**src/rtl/freq_meter_pkg.sv**
```systemverilog
`default_nettype none
// ============================================================================
// freq_meter_pkg : shared constants, FSM encoding and clog2 helper
// Revision 1.0
// ============================================================================
package freq_meter_pkg;

    localparam int CLK_FREQ_HZ = 65_000_000;

    typedef enum logic [0:0] {
        ST_IDLE    = 1'b0,
        ST_MEASURE = 1'b1
    } state_t;

    function automatic int clog2(input longint value);
        longint v;
        int     r;
        v = value - 1;
        r = 0;
        while (v > 0) begin
            r++;
            v = v >>> 1;
        end
        return r;
    endfunction

endpackage
`default_nettype wire

```
**src/rtl/freq_meter_if.sv**
```systemverilog
`default_nettype none
// ============================================================================
// freq_meter_if : measured signal in, period/high-time results out
// Revision 1.0
// ============================================================================
interface freq_meter_if #(
    parameter int CNT_WIDTH = 26
);
    logic                 sig_in;
    logic [CNT_WIDTH-1:0] period;
    logic [CNT_WIDTH-1:0] high_time;
    logic                 valid;
    logic                 timeout;

    modport master (
        output sig_in,
        input  period, high_time, valid, timeout
    );

    modport slave (
        input  sig_in,
        output period, high_time, valid, timeout
    );
endinterface
`default_nettype wire

```
**src/rtl/freq_meter_sync_edge.sv**
```systemverilog
`default_nettype none
// ============================================================================
// sync_edge : 2-FF synchronizer with history flop and rising-edge detect
// Revision 1.0
// ============================================================================
module sync_edge (
    input  wire logic clk65MHz,
    input  wire logic rst,
    input  wire logic async_in,
    output logic      sync_out,
    output logic      rise
);
    logic s1_q, s1_d;
    logic s2_q, s2_d;
    logic s3_q, s3_d;

    always_comb begin
        s1_d = async_in;
        s2_d = s1_q;
        s3_d = s2_q;
    end

    always_ff @(posedge clk65MHz or posedge rst) begin
        if (rst) begin
            s1_q <= 1'b0;
            s2_q <= 1'b0;
            s3_q <= 1'b0;
        end else begin
            s1_q <= s1_d;
            s2_q <= s2_d;
            s3_q <= s3_d;
        end
    end

    assign sync_out = s2_q;
    assign rise     = s2_q & ~s3_q;
endmodule
`default_nettype wire

```
**src/rtl/freq_meter.sv**
```systemverilog
`default_nettype none
// ============================================================================
// freq_meter : measures period and high time of a slow square wave in clk
//              cycles, with a per-period valid strobe and sticky timeout
// Revision 1.0
// ============================================================================
module freq_meter
    import freq_meter_pkg::*;
#(
    parameter int CNT_WIDTH = 26,
    parameter int TIMEOUT   = CLK_FREQ_HZ
) (
    input  wire logic    clk65MHz,
    input  wire logic    rst,
    freq_meter_if.slave  bus
);
    localparam logic [CNT_WIDTH-1:0] TIMEOUT_CNT = CNT_WIDTH'(TIMEOUT);
    localparam logic [CNT_WIDTH-1:0] CNT_ONE     = CNT_WIDTH'(1);
    localparam logic [CNT_WIDTH-1:0] CNT_ZERO    = '0;

    // The counter bound relies on TIMEOUT fitting in the counter width.
    if (clog2(longint'(TIMEOUT) + 1) > CNT_WIDTH) begin : g_timeout_too_wide
        $error("freq_meter: TIMEOUT does not fit in CNT_WIDTH bits");
    end

    logic sig_sync;
    logic sig_rise;

    sync_edge u_sync_edge (
        .clk65MHz (clk65MHz),
        .rst      (rst),
        .async_in (bus.sig_in),
        .sync_out (sig_sync),
        .rise     (sig_rise)
    );

    state_t               state_q, state_d;
    logic [CNT_WIDTH-1:0] cnt_q, cnt_d;
    logic [CNT_WIDTH-1:0] hcnt_q, hcnt_d;
    logic [CNT_WIDTH-1:0] period_q, period_d;
    logic [CNT_WIDTH-1:0] high_time_q, high_time_d;
    logic                 valid_q, valid_d;
    logic                 timeout_q, timeout_d;

    always_comb begin
        state_d     = state_q;
        cnt_d       = cnt_q;
        hcnt_d      = hcnt_q;
        period_d    = period_q;
        high_time_d = high_time_q;
        valid_d     = 1'b0;
        timeout_d   = timeout_q;

        case (state_q)
            ST_IDLE: begin
                if (sig_rise) begin
                    state_d = ST_MEASURE;
                    cnt_d   = CNT_ONE;
                    hcnt_d  = CNT_ONE;
                end else begin
                    cnt_d   = CNT_ZERO;
                    hcnt_d  = CNT_ZERO;
                end
            end
            ST_MEASURE: begin
                // A rise on the timeout cycle still closes a valid period.
                if (sig_rise) begin
                    period_d    = cnt_q;
                    high_time_d = hcnt_q;
                    valid_d     = 1'b1;
                    timeout_d   = 1'b0;
                    cnt_d       = CNT_ONE;
                    hcnt_d      = CNT_ONE;
                end else if (cnt_q == TIMEOUT_CNT) begin
                    state_d     = ST_IDLE;
                    timeout_d   = 1'b1;
                    period_d    = CNT_ZERO;
                    high_time_d = CNT_ZERO;
                    cnt_d       = CNT_ZERO;
                    hcnt_d      = CNT_ZERO;
                end else begin
                    cnt_d = cnt_q + CNT_ONE;
                    if (sig_sync) begin
                        hcnt_d = hcnt_q + CNT_ONE;
                    end
                end
            end
            default: begin
                state_d = ST_IDLE;
            end
        endcase
    end

    always_ff @(posedge clk65MHz or posedge rst) begin
        if (rst) begin
            state_q     <= ST_IDLE;
            cnt_q       <= '0;
            hcnt_q      <= '0;
            period_q    <= '0;
            high_time_q <= '0;
            valid_q     <= 1'b0;
            timeout_q   <= 1'b0;
        end else begin
            state_q     <= state_d;
            cnt_q       <= cnt_d;
            hcnt_q      <= hcnt_d;
            period_q    <= period_d;
            high_time_q <= high_time_d;
            valid_q     <= valid_d;
            timeout_q   <= timeout_d;
        end
    end

    assign bus.period    = period_q;
    assign bus.high_time = high_time_q;
    assign bus.valid     = valid_q;
    assign bus.timeout   = timeout_q;
endmodule
`default_nettype wire

```
**src/flat_wrapper.sv**
```systemverilog
// flat-port wrapper written by rule: the top's interface ports become plain ports
module freq_meter_flat import freq_meter_pkg::*;
#(
    parameter int CNT_WIDTH = 26,
    parameter int TIMEOUT   = CLK_FREQ_HZ
)
  (clk65MHz, rst, bus_sig_in, bus_period, bus_high_time, bus_valid, bus_timeout);
  freq_meter_if #(.CNT_WIDTH(CNT_WIDTH)) bus_i ();
  input  wire logic clk65MHz;
  input  wire logic rst;
  input wire logic [$bits(bus_i.sig_in)-1:0] bus_sig_in;
  output wire logic [$bits(bus_i.period)-1:0] bus_period;
  output wire logic [$bits(bus_i.high_time)-1:0] bus_high_time;
  output wire logic [$bits(bus_i.valid)-1:0] bus_valid;
  output wire logic [$bits(bus_i.timeout)-1:0] bus_timeout;
  assign bus_i.sig_in = bus_sig_in;
  assign bus_period = bus_i.period;
  assign bus_high_time = bus_i.high_time;
  assign bus_valid = bus_i.valid;
  assign bus_timeout = bus_i.timeout;
  freq_meter #(.CNT_WIDTH(CNT_WIDTH), .TIMEOUT(TIMEOUT)) u_core (.clk65MHz(clk65MHz), .rst(rst), .bus(bus_i));
endmodule
```
**config.mk**
```make
export PLATFORM = sky130hd
export DESIGN_NAME = freq_meter_flat
export DESIGN_NICKNAME = d
export VERILOG_FILES = /design/src/rtl/freq_meter_pkg.sv /design/src/rtl/freq_meter_if.sv /design/src/rtl/freq_meter_sync_edge.sv /design/src/rtl/freq_meter.sv /design/src/flat_wrapper.sv
export SDC_FILE = /design/constraint.sdc
export NUM_CORES = 1
export LEC_CHECK = 0
export CAP_MARGIN = 15
export CORE_MARGIN = 4
export CORE_UTILIZATION = 40
export CTS_CLUSTER_SIZE = 16
export DETAILED_ROUTE_END_ITERATION = 8
export GPL_TIMING_DRIVEN = 0
export SLEW_MARGIN = 5
export SYNTH_ARGS = -nofsm -noshare
export SYNTH_HDL_FRONTEND = slang
export SYNTH_SLANG_ARGS = --single-unit
```
**constraint.sdc**
```tcl
create_clock -name clk65MHz -period 4.69 [get_ports clk65MHz]
set_input_delay 0.938 -clock clk65MHz [delete_from_list [all_inputs] [get_ports clk65MHz]]
set_output_delay 0.938 -clock clk65MHz [all_outputs]
set_load 0.03 [all_outputs]
```
==> metrics.cfg <==
[run_status]
status = finished clean

[setup_path]
r2r_start = u_core.u_sync_edge.sync_out$_DFF_PP0_
startpoint = u_core.u_sync_edge.sync_out$_DFF_PP0_
cpMostUsedCell = clkbuf_1
critPathSlowestCell = nor2_1
worstSetupPathType = register to register
cp_cell_sequence = clkbuf_1 > nand2b_1 > clkbuf_1 > nor2_1 > clkbuf_1 > a22o_1
cp.required_ps = 4970
r2r_cells = 6
ff2ff_setup_slack_ps = 2180
crit_fanout = 10
max_stage_delay_ps = 560
start_kind = register
cp-end-kind = register
r2r-end = u_core.bus.high_time[1]$_DFFE_PP0P_
worstPathArrival_ps = 2790

[layout]
drive_above_1_share_pct = 6.25
fin_nets = 513
area_growth_pct = 22.3
layout_commonest_cell = dfrtp_1
final_cell_mix = 110 x dfrtp_1, 56 x clkdlybuf4s50_1, 52 x a22o_1
final_util_pct = 50.8
antennaDiodeCount = 0
final_area_sq_um = 5900

[die]
start_util_pct = 41.6
die_y_um = 118
ios = 57
die_x_um = 118
placementRows = 39
die_area_sq_um = 13900
core_sq_um = 11600

[hold_path]
worstHoldPathType = register to register
min_path_cells = 0
hold_end = u_core.u_sync_edge.sync_out$_DFF_PP0_
hp-start = u_core.u_sync_edge.s1_q$_DFF_PP0_

[synth]
synth_seq_area_share_pct = 57.0
avgSynthCellArea_sq_um = 11.0
yosysTopAreaCellShare_pct = 57.0
ys_types = 44
synth_area_sq_um = 4830
synthXorXnorAreaFrac_pct = 5.08
synth_compound_area_share_pct = 15.8
synth-seq-cells = 110
syn-instance-count = 439
muxShareOfSynthArea_pct = 0.441
netlist_top_cells_area = dfrtp_1 57%, a22o_1 9.4%, nor2_1 3.9%
yosys.area.top_type = dfrtp_1
syn-num-nets = 445
synth_top_family_by_area = simple AND/OR/NAND/NOR gates
yosys.area_share.simple_pct = 18.0
synthAdderAreaFrac_pct = 0.778
yosysWarnings = 0

[sta]
clock_skew_ps = 8.01
fmax_mhz = 398
hold_violations = 0
finalSetupViolCount = 0
worst_slew_pin_slew_ps = 1050
period_share_pct = 53.5
rsz0062_at_grt = no
maxSlewHeadroom_pct = 29.4
finalMaxSlewViolations = 0
min_period_ps = 2510
fin_ws_ps = 2180

[clocking]
postCtsSetupBuffers = 0
cts-buffers-inserted = 9
cts_tree = yes
numClockSinks = 110
ctsHoldBuffers = 0
clk_pin_slew_ps = 60
clockBufferDepth = 2
worstSkewPairLatency_ps = 350
root_buffer = clkbuf_16
post_cts_resized = 0
cts_max_level = 3

[pwr]
ir_drop_v = 0.000234
leakage_nw = 2.57
powerDensity_nw_per_um2 = 346
total_power_mw = 2.04

[global_route]
grt.total_usage_pct = 16.7
first_global_vias = 3676
globalRouteOverflowTotal = 0
grt_pass1_wl_um = 18900
grt_max_degree = 76
antenna_found_initial = 0

[place]
pre_cts_slack_ps = 2250
hpwl_um = 7750
port_buffers = 56
place_congestion = 0.849
place_area_sq_um = 5600

[drt]
routed_wirelength_um = 11100
drt_iter0_drc = 260
wl_per_cell_um = 17.0
drc = 0
ant_nets = 0
vias_per_cell = 5.59
vias = 3659
dr.pass1.iters = 4

[flow_run]
cap_viol_max_count = 0

-- area by class of cell --
cell class | count | area [sq um]
Fill cell | 1077 | 5710
Buffer | 23 | 105
Tap cell | 143 | 179
Clock inverter | 3 | 42.5
Timing Repair Buffer | 57 | 588
Sequential cell | 110 | 2750
Inverter | 8 | 35.0
Clock buffer | 13 | 260
Multi-Input combinational cell | 298 | 1940
-- report_power, final --
group,internal (mW),switching [mW],leakage [nW]
logic,0.0904,0.141,0.914
registers,0.989,0.0445,1.51
clock network,0.443,0.335,0.146
-- per-layer routing --
| metal | GRT usage, % | share of wire (%) | wire length (um) | up-vias |
|---|---|---|---|---|
| met3 | 4.76 | 3.9 | 429 | 10 |
| met5 | 0 | 0 | 0 | - |
| met2 | 26.7 | 49 | 5410 | 83 |
| met4 | 4.18 | 1.1 | 125 | 0 |
| met1 | 22.4 | 46 | 5170 | 1809 |
| li1 | - | - | - | 1757 |
-- registers in the layout, indices dropped and copies added (netlist names) --
signal and flops:
u_core.bus.high_time 26, u_core.bus.period 26, u_core.bus.timeout 1, u_core.bus.valid 1, u_core.cnt_q 26, u_core.hcnt_q 26, u_core.state_q 1, u_core.u_sync_edge.s1_q 1
u_core.u_sync_edge.s3_q 1, u_core.u_sync_edge.sync_out 1
-- synth_stat cells, drive strengths merged --
library cell	count
o311ai	3
a22oi	1
xor2	17
nor4b	1
o21a	3
and3	7
o21ai	9
nor3	7
nand2	25
mux2	1
mux2i	1
and2	4
o211ai	1
a211oi	1
or4	8
a21oi	19
inv	8
and4	4
o41ai	1
nand4bb	1
a21o	1
ha	3
nand2b	4
o31ai	7
clkbuf	13
nand4	11
nor3b	2
a21boi	2
nand4b	2
nor2	50
nand3	25
a22o	52
or4b	1
a32oi	1
dfrtp	110
buf	10
nor4	9
xnor2	11
or3	3
-- cell families (layout without fill, tap and decap cells) --
family / count (synthesis) / after routing
and+or+nand+nor: 164 / 164
DFF: 110 / 110
AOI/OAI and AO/OA: 101 / 101
buffers and inverters: 31 / 104
xor gates and xnor gates: 28 / 28
adders and majority gates: 3 / 3
muxes: 2 / 2
-- critical path, delay by kind of cell, from the launching register on --
kind            cells  cell delay (ps)
buf+inv             3             1200
simple gates        2              660
flops               1              340
compound gates      1              230
-- stage by stage --
| stage | hold WS [ps] | std cells | setup TNS [ps] |
|---|---|---|---|
| after global routing | 379 | 655 | 0 |
| after CTS | 359 | 655 | 0 |
| after detailed placement | 344 | 639 | 0 |
| after floorplan | 331 | 439 | 0 |
| final | 356 | 655 | 0 |
| after global placement | 335 | 638 | -77900 |
-- worst max-delay path by stage --
stage | cells after the start | to | slack, ps
after floorplan | 1 | u_core.bus.high_time[0]$_DFFE_PP0P_ | 850
final | 6 | u_core.bus.high_time[1]$_DFFE_PP0P_ | 2180
after global placement | 2 | u_core.hcnt_q[18]$_DFFE_PP0P_ | -710
after detailed placement | 6 | u_core.cnt_q[16]$_DFF_PP0_ | 2250
after global routing | 6 | u_core.cnt_q[16]$_DFF_PP0_ | 1940
after CTS | 6 | u_core.bus.period[24]$_DFFE_PP0P_ | 2200
(Power assumes the default switching activity.)
